$ cat src/rtl/qarma_key_sched_if.sv
`default_nettype none
// ============================================================================
// Module      : qarma_key_sched_if
// Description : Request/result handshake bundle for the QARMA key scheduler.
// Revision    : 1.0 - initial release
// ============================================================================
interface qarma_key_sched_if #(
    parameter int N = 64
);
    logic             in_valid;
    logic             in_ready;
    logic             enc;
    logic [2*N-1:0]   key;
    logic             out_valid;
    logic             out_ready;
    logic [N-1:0]     w0;
    logic [N-1:0]     w1;
    logic [N-1:0]     k0;
    logic [N-1:0]     k1;

    modport master (
        output in_valid, enc, key, out_ready,
        input  in_ready, out_valid, w0, w1, k0, k1
    );

    modport slave (
        input  in_valid, enc, key, out_ready,
        output in_ready, out_valid, w0, w1, k0, k1
    );
endinterface
`default_nettype wire

$ cat src/rtl/qarma_key_sched.sv
`default_nettype none
// ============================================================================
// Module      : qarma_key_sched
// Description : QARMA key specialisation; MixColumns of the core key is
//               computed one column per cycle for decryption requests.
// Revision    : 1.0 - initial release
// ============================================================================
module qarma_key_sched #(
    parameter int             N     = 64,
    parameter logic [N-1:0]   ALPHA = N'(64'hC0AC29B7C97C50DD)
) (
    input  logic              clk,
    input  logic              rst_n,
    qarma_key_sched_if.slave  bus
);
    localparam int C = N / 16;

    typedef enum logic [1:0] {
        ST_IDLE = 2'd0,
        ST_MIX  = 2'd1,
        ST_HOLD = 2'd2
    } state_t;

    state_t       r_state;
    state_t       w_state_nxt;
    logic [1:0]   r_col;
    logic [N-1:0] r_w0;
    logic [N-1:0] r_w1;
    logic [N-1:0] r_k0;
    logic [C-1:0] r_kc  [16];
    logic [C-1:0] r_k1c [16];

    logic [N-1:0] w_w;
    logic [N-1:0] w_k;
    logic [N-1:0] w_ow;
    logic [N-1:0] w_k1p;
    logic         w_accept;
    logic [C-1:0] w_kcell [16];
    logic [C-1:0] w_cin   [4];
    logic [C-1:0] w_cout  [4];

    function automatic logic [C-1:0] rho1(input logic [C-1:0] x);
        return {x[C-2:0], x[C-1]};
    endfunction

    function automatic logic [C-1:0] rho2(input logic [C-1:0] x);
        return {x[C-3:0], x[C-1:C-2]};
    endfunction

    assign w_w      = bus.key[2*N-1:N];
    assign w_k      = bus.key[N-1:0];
    assign w_ow     = {w_w[0], w_w[N-1:2], w_w[1] ^ w_w[N-1]};
    assign w_accept = bus.in_valid && (r_state == ST_IDLE);

    assign bus.in_ready  = (r_state == ST_IDLE);
    assign bus.out_valid = (r_state == ST_HOLD);
    assign bus.w0        = r_w0;
    assign bus.w1        = r_w1;
    assign bus.k0        = r_k0;
    assign bus.k1        = w_k1p;

    // Cell 0 occupies the most-significant C bits; cell index = 4*row + col.
    always_comb begin
        w_k1p = '0;
        for (int i = 0; i < 16; i++) begin
            w_kcell[i]              = w_k[N-1-i*C -: C];
            w_k1p[N-1-i*C -: C]     = r_k1c[i];
        end
    end

    // One column of circ(0, rho1, rho2, rho1) applied to the captured core key.
    for (genvar r = 0; r < 4; r++) begin : g_row
        localparam logic [1:0] c_row = 2'(r);
        assign w_cin[r]  = r_kc[{c_row, r_col}];
        assign w_cout[r] = rho1(w_cin[(r+1)%4]) ^ rho2(w_cin[(r+2)%4]) ^ rho1(w_cin[(r+3)%4]);
    end

    always_comb begin
        w_state_nxt = r_state;
        case (r_state)
            ST_IDLE: if (bus.in_valid) w_state_nxt = bus.enc ? ST_HOLD : ST_MIX;
            ST_MIX:  if (r_col == 2'd3) w_state_nxt = ST_HOLD;
            ST_HOLD: if (bus.out_ready) w_state_nxt = ST_IDLE;
            default: w_state_nxt = ST_IDLE;
        endcase
    end

    always_ff @(posedge clk or negedge rst_n) begin
        if (!rst_n) begin
            r_state <= ST_IDLE;
        end else begin
            r_state <= w_state_nxt;
        end
    end

    always_ff @(posedge clk or negedge rst_n) begin
        if (!rst_n) begin
            r_col <= 2'd0;
            r_w0  <= '0;
            r_w1  <= '0;
            r_k0  <= '0;
            for (int i = 0; i < 16; i++) begin
                r_kc[i]  <= '0;
                r_k1c[i] <= '0;
            end
        end else if (w_accept) begin
            r_col <= 2'd0;
            r_w0  <= bus.enc ? w_w : w_ow;
            r_w1  <= bus.enc ? w_ow : w_w;
            r_k0  <= bus.enc ? w_k : (w_k ^ ALPHA);
            for (int i = 0; i < 16; i++) begin
                r_kc[i] <= w_kcell[i];
                if (bus.enc) r_k1c[i] <= w_kcell[i];
            end
        end else if (r_state == ST_MIX) begin
            r_col <= r_col + 2'd1;
            for (int r = 0; r < 4; r++) begin
                r_k1c[{2'(r), r_col}] <= w_cout[r];
            end
        end
    end
endmodule
`default_nettype wire
$ cat src/flat_wrapper.sv
// flat-port wrapper written by rule: the top's interface ports become plain ports
module qarma_key_sched_flat 
#(
    parameter int             N     = 64,
    parameter logic [N-1:0]   ALPHA = N'(64'hC0AC29B7C97C50DD)
)
  (clk, rst_n, bus_in_valid, bus_enc, bus_key, bus_out_ready, bus_in_ready, bus_out_valid, bus_w0, bus_w1, bus_k0, bus_k1);
  qarma_key_sched_if #(.N(N)) bus_i ();
  input  logic clk;
  input  logic rst_n;
  input wire logic [$bits(bus_i.in_valid)-1:0] bus_in_valid;
  input wire logic [$bits(bus_i.enc)-1:0] bus_enc;
  input wire logic [$bits(bus_i.key)-1:0] bus_key;
  input wire logic [$bits(bus_i.out_ready)-1:0] bus_out_ready;
  output wire logic [$bits(bus_i.in_ready)-1:0] bus_in_ready;
  output wire logic [$bits(bus_i.out_valid)-1:0] bus_out_valid;
  output wire logic [$bits(bus_i.w0)-1:0] bus_w0;
  output wire logic [$bits(bus_i.w1)-1:0] bus_w1;
  output wire logic [$bits(bus_i.k0)-1:0] bus_k0;
  output wire logic [$bits(bus_i.k1)-1:0] bus_k1;
  assign bus_i.in_valid = bus_in_valid;
  assign bus_i.enc = bus_enc;
  assign bus_i.key = bus_key;
  assign bus_i.out_ready = bus_out_ready;
  assign bus_in_ready = bus_i.in_ready;
  assign bus_out_valid = bus_i.out_valid;
  assign bus_w0 = bus_i.w0;
  assign bus_w1 = bus_i.w1;
  assign bus_k0 = bus_i.k0;
  assign bus_k1 = bus_i.k1;
  qarma_key_sched #(.N(N), .ALPHA(ALPHA)) u_core (.clk(clk), .rst_n(rst_n), .bus(bus_i));
endmodule
$ cat config.mk
export PLATFORM = sky130hd
export DESIGN_NAME = qarma_key_sched_flat
export DESIGN_NICKNAME = d
export VERILOG_FILES = /design/src/rtl/qarma_key_sched_if.sv /design/src/rtl/qarma_key_sched.sv /design/src/flat_wrapper.sv
export SDC_FILE = /design/constraint.sdc
export NUM_CORES = 1
export LEC_CHECK = 0
export BUFFER_PORTS_ARGS = -buffer_cell sky130_fd_sc_hd__buf_4
export CAP_MARGIN = 10
export CORE_AREA = 2 2 174 176
export CTS_CLUSTER_SIZE = 12
export DETAILED_ROUTE_END_ITERATION = 6
export DIE_AREA = 0 0 176 178
export PLACE_DENSITY = 0.85
export SETUP_SLACK_MARGIN = 0.4
export SLEW_MARGIN = 20
export SYNTH_ARGS = -nofsm -noshare
export SYNTH_HDL_FRONTEND = slang
export SYNTH_SLANG_ARGS = --single-unit
$ cat constraint.sdc
create_clock -name clk -period 2.1 [get_ports clk]
set_input_delay 0.42 -clock clk [delete_from_list [all_inputs] [get_ports clk]]
set_output_delay 0.42 -clock clk [all_outputs]
set_load 0.005 [all_outputs]
* Yosys cells after proc, flatten, opt, wreduce, memory -nomap -nowiden
Cells that the tools add are included.
** Word-level totals
- Register bits :: 324
- Input port bits :: 133
- Output and inout bits :: 258
- Logic and storage cells :: 128
** Operators by class
- $add $sub $neg :: 1
- Magnitude comparators :: 8
- Eq/ne operators :: 7
- Multiplexer cells :: 52
- Bitwise logic cells :: 14
- Reductions and logical operators :: 9
** Operators by type and width (count)
- $mux W64 :: 5
- $bwmux W64 :: 4
- $mux W4 :: 28
- $bmux W4 S4 :: 4
- $demux W4 S4 :: 4
- $not A32 Y32 :: 1
- $xor A4 B4 Y4 :: 8
- $ge A5 B5 Y1 const B :: 4
- $lt A5 B1 Y1 const B :: 4
- $mux W2 :: 6
- $not A4 Y5 :: 2
- $ne A2 B2 Y1 const B :: 3
- $pmux W2 S3 :: 1
- $logic_and A1 B1 Y1 :: 5
- $not A2 Y5 :: 1
- $not A3 Y5 :: 1
- $eq A2 B2 Y1 const B :: 2
- $reduce_and A3 Y1 :: 1
- $add A2 B1 Y2 const B :: 1
- $eq A2 B1 Y1 const B :: 1
- $logic_not A2 Y1 :: 1
- $ne A2 B1 Y1 const B :: 1
- $reduce_and A2 Y1 :: 1
- $reduce_bool A2 Y1 :: 1
- $xor A1 B1 Y1 :: 1

* Depth between registers and ports, before layout
- Depth in word-level cells :: 12
- Gate-level depth with buffers :: 9

* Worst setup path after synthesis
OpenSTA, ideal clock, no wires.
- Kind :: flip-flop to flip-flop
- From :: register u_core.r_col[1]
- To :: register u_core.r_k1c (netlist bit u_core.bus.k1[24])
- Setup time :: 82 ps
- Data arrival time :: 1900 ps
- Required time :: 2018 ps
- Path slack :: 118 ps
- Cell stages (with the launch flop) :: 10
- Path buffers :: 3
- Clock period less this slack :: 1982 ps
- Cells stage by stage :: dfrtp_1 -> buf_2 -> buf_2 -> inv_1 -> ha_1 -> nand2_1 -> a21oi_1 -> clkbuf_1 -> nor2_1 -> a31oi_1
** Between the ends
- Word-level cells in the longest chain between the ends :: 12
** RTL lines
- from (decl) :: line qarma_key_sched.sv:26 : logic [1:0] r_col;
- from (signal assigned) :: line qarma_key_sched.sv:116 : r_col <= r_col + 2'd1;
- $not A3 Y5 (implied by the code) or $not A4 Y5 (tied branches) :: line qarma_key_sched.sv:74, qarma_key_sched.sv:118
- $bmux W4 S4 :: line qarma_key_sched.sv:74 : assign w_cin[r] = r_kc[{c_row, r_col}];
- $mux W4 (implied by the code) (2 in series) :: line qarma_key_sched.sv:74
- $xor A4 B4 Y4 (2 in series) :: line qarma_key_sched.sv:75 : assign w_cout[r] = rho1(w_cin[(r+1)%4]) ^ rho2(w_cin[(r+2)%4]) ^ rho1(w_cin[(r+3)%4]);
- $bwmux W64 (3 in series) :: line qarma_key_sched.sv:118 : r_k1c[{2'(r), r_col}] <= w_cout[r];
- $bwmux W64 (*) :: line qarma_key_sched.sv:118
- $mux W64 (*) :: line qarma_key_sched.sv:115 : end else if (r_state == ST_MIX) begin
- $mux W64 (*) :: line qarma_key_sched.sv:106 : end else if (w_accept) begin
- to (signal, indexed assignment) :: line qarma_key_sched.sv:113 : if (bus.enc) r_k1c[i] <= w_kcell[i];
- to (signal, indexed assignment) :: line qarma_key_sched.sv:118
- to (decl) :: line qarma_key_sched.sv:31 : logic [C-1:0] r_k1c [16];
Every way passes the cells marked *; elsewhere a longest branch is shown, timed or not. The select of a mux whose other input is x is not followed.
A chain may end at the register's enable or synchronous reset.

* Worst setup path in the final report
- From :: register u_core.r_col[0]
- To :: register u_core.r_k1c (netlist bit u_core.bus.k1[20])
Same word-level chain as after synthesis.

==> parameters.txt <==
Parameter                              Value

Yosys
  Fraction of the mapped netlist area in compound gates    0.161
  Cell with the most instances after synthesis    nand2_1
  Most numerous cell types in the synthesized netlist    422 x nand2_1, 292 x dfrtp_1, 225 x o21ai_0, 131 x a21oi_1, 77 x clkbuf_1
  Count of different cell masters after synthesis    29
  Mapped Area    13700 sq um
  Yosys synthesis warning count    0
  Fraction of synthesized area in multiplexers    0.0306
  Count of flip-flops with a built-in enable after synthesis    0
  Flip-flop cell with the highest count after synthesis    dfrtp_1
  Area fraction of the dominant cell type after synthesis    0.534
  Seq cells post-synth    292
  Fraction of the yosys area taken by sequential cells    0.534
  Synth Area in Adders    0.00366
  Top cells by area, synth    dfrtp_1 53%, nand2_1 12%, o21ai_0 8.2%
  Xor-xnor portion of the synthesized cell area    0.0492
  Synth async-reset ratio    1.00
  Main combinational cell family by area after synthesis    simple AND/OR/NAND/NOR gates
  Post-Synth Simple-Gate Area    0.168
  Net count of the mapped netlist    1633
  Per-instance average area after synthesis    around 9 sq um
  Biggest area consumer among synthesized cells    dfrtp_1
  Post-synthesis instance total    about 1500

Global route
  GR Layer Usage met3    0.0899
  Highest-utilization routing layer at the global route stage    met2
  Wire length of the first global-routing pass    70.1 mm
  Via count of the first global-routing pass    about 12000
  Met2 layer usage reported by global route    0.458
  Total global routing overflow    0
  Pin count of the biggest net entering global routing    about 160
  Grt met1 use    0.359
  Initial antenna violation count    0
  Overall track demand over capacity in global routing    0.286

STA
  Number of max-slew violations in the final report    0
  Max_slew headroom    0.584
  Unrepaired setup endpoints after global routing    true
  Largest clock skew in the final design    ~0.018 ns
  Worst-Margin Slew    slightly above 0.6 ns
  Final Hold Violating Endpoints    0
  Minimum period implied by the final worst setup slack    2.04 ns
  Achievable frequency    489 MHz
  Worst Slack Setup Final    0.0552 ns
  Hold WS    around 0.05 ns
  Number of setup violations in the final report    0
  Tcrit/Tclk final    0.974

Die
  Core Area    between 20000 and 30000 sq um
  Num ports    ~390
  Die width    176 microns
  Area of the die    31300 sq um
  Height of the die    between 150 and 200 microns
  Site Rows    63
  Effective utilization at floorplan    0.465

Cells and area
  Final-stage net count    ~2000
  Final design utilization    0.639
  Area growth, synth to finish    37.3%
  Final Instance Area    between 15000 and 20000 sq um
  Count of antenna diodes in the layout    0
  Area occupied by multi-input gates    between 5000 and 6000 sq um
  Fill cell count    2199
  Register cell area after layout    about 7300 sq um
  Share of post-route cells with drive strength above 1    0.316

Power and ir drop
  Combinational cell fraction of total power    0.498
  Net Switching    12.2 mW
  P_int    roughly 20 mW
  Switching Share    0.384
  Clock share of power    0.174
  Worst supply voltage drop on vdd    slightly below 1 mV
  Sequential share of power    0.327
  Leakage power    ~9 nW
  Power Dens Cells    ~1700 nW/um^2
  Overall power after layout    ~32 mW

Critical path
  Worst endpoint data arrival time    between 2 and 2.5 ns
  Crit Path Category    flip-flop to flip-flop
  Kind of cell with the highest combined delay on the critical path    multiplexers
  Crit path buffers/inverters    2
  Critical Path Slowest Stage Cell    mux4_2
  Highest net fanout along the worst path    7
  Required time worst endpoint    2.53 ns
  Nature of the critical path startpoint    flip-flop
  Cells along the critical path    buf_12 -> buf_16 -> mux4_2 -> xor3_2 -> nand2_1 -> a31oi_1
  Endpoint kind of the worst setup timing path    flip-flop
  Worst R2R Setup Slack    around 0.055 ns
  Max incr delay on CP    roughly 0.6 ns

Placed design
  Area after detailed placement    between 15000 and 20000 sq um
  Port Buf Inserts    390
  Dpl ws    -0.00269 ns
  Final HPWL from detailed placement    between 30 and 40 mm
  Weighted congestion at the end of routability-driven global placement    between 0.9 and 1

Clock tree
  H-tree Lvls    1
  Number of sinks handled by clock tree synthesis    292
  Cts bufs inserted    31
  Clock tree from TritonCTS    built
  Clock transition at the registers of the reported paths    approximately 0.060 ns
  Clock network latency to the later pin of the worst-skew pair    0.57 ns
  CTS Root Cell    clkbuf_16
  Max Buffers Root-to-Sink    3

Detailed routing
  Wirelength per Cell    22.6 microns
  Via density    5.83
  Number of vias after detailed routing    approximately 13000
  Post-DRT Antenna Nets    0
  DRC violations left    3
  Total Wirelength    slightly above 50 mm
  First DRT Iteration DRCs    roughly 1300
  DR pass1 iterations    7

Min path
  Worst hold-check path type    primary input to flip-flop

Status
  Run status    finished with violations
  Violations in the final reports    design-rule violations

Job
  Count of maximum capacitance violations    0
power by group through the flow:
stage | combinational (mW) | clock [mW] | sequential, mW
6_report | 15.9 | 5.55 | 10.4
3_5_place_dp | 13.4 | 0 | 10.3
4_1_cts | 13.9 | 5.57 | 10.3
2_1_floorplan | 7.47 | 0 | 9.86
3_3_place_gp | 13.1 | 0 | 10.2
5_1_grt | 17.0 | 5.80 | 10.6
flip-flops by register name, indices dropped and copies added (netlist names):
signal	cells
u_core.r_kc	58
u_core.r_state	2
u_core.bus.w1	64
u_core.r_col	2
u_core.bus.k1	64
u_core.bus.w0	64
u_core.bus.k0	38
cell type report:
| cell class | count | share of cell area |
|---|---|---|
| clock inverters | 8 | 0.00646 |
| flip-flops and latches | 292 | 0.389 |
| multi-input cells | 1058 | 0.309 |
| well taps | 390 | 0.0260 |
| repair buffers | 469 | 0.222 |
| clock buffers | 43 | 0.0469 |
| inverters | 3 | 0.000733 |
worst min-delay path, cell delays in order:
cell     delay [ns]
buf_4          0.09
nand2_1        0.04
nand2_1        0.04
through the flow:
step	TNS (ns)	instances
floorplan	0	1496
global placement	0	2167
detailed placement	-0.00269	2167
CTS	0	2227
global route	-0.00863	2263
finish	0	2263
cell families after synthesis:
kind of cell	after synthesis
and+or+nand+nor	564
adders and majority gates	4
AOI/OAI and AO/OA	423
xor gates and xnor gates	49
muxes	18
DFF	292
buffers and inverters	146
per-layer routing:
metal	routed length [microns]	share of wire
met3	6290	0.12
met5	0	0
met2	23800	0.47
met1	18700	0.37
met4	2330	0.046
final timing paths:
check                                  start                end  depth (start not counted)
setup reg to reg             u_core.r_col[0]  u_core.bus.k1[20]                          6
min in group asynchronous              rst_n    u_core.r_kc[16]                          2
hold / removal                   bus_key[10]    u_core.r_kc[10]                          3
max in group asynchronous              rst_n  u_core.bus.w0[43]                          3
setup / recovery             u_core.r_col[0]  u_core.bus.k1[20]                          6
hold reg to reg            u_core.bus.w1[20]  u_core.bus.w1[20]                          2
cell usage in the layout, fill, tap and decap left out, types with 3 or more instances in the layout:
master | netlist | routed
dfrtp_1 | 292 | 290
clkbuf_8 | 0 | 7
o21ai_2 | 0 | 10
buf_8 | 0 | 4
xor2_1 | 33 | 33
nand2_2 | 0 | 20
o21ai_1 | 0 | 58
clkinv_2 | 0 | 3
buf_4 | 32 | 412
nor2_1 | 69 | 68
clkbuf_16 | 0 | 43
a21oi_1 | 131 | 128
buf_12 | 1 | 20
mux4_2 | 6 | 16
ha_1 | 4 | 4
nand2_4 | 0 | 5
o21ai_0 | 225 | 157
bufinv_16 | 0 | 3
buf_16 | 0 | 5
a31oi_1 | 65 | 65
nor2b_1 | 65 | 65
buf_6 | 1 | 14
nand2_1 | 422 | 397
clkbuf_1 | 77 | 6
xor3_2 | 3 | 16
timing repair:
action	in CTS	in global routing
hold buffers	1	0
gates resized for setup	28	141
buffers inserted	6	13
pin swaps	23	45
gates cloned	2	23
hold endpoints to repair	34	0
endpoints found under the setup margin	119	259
(Power assumes the default switching activity.)
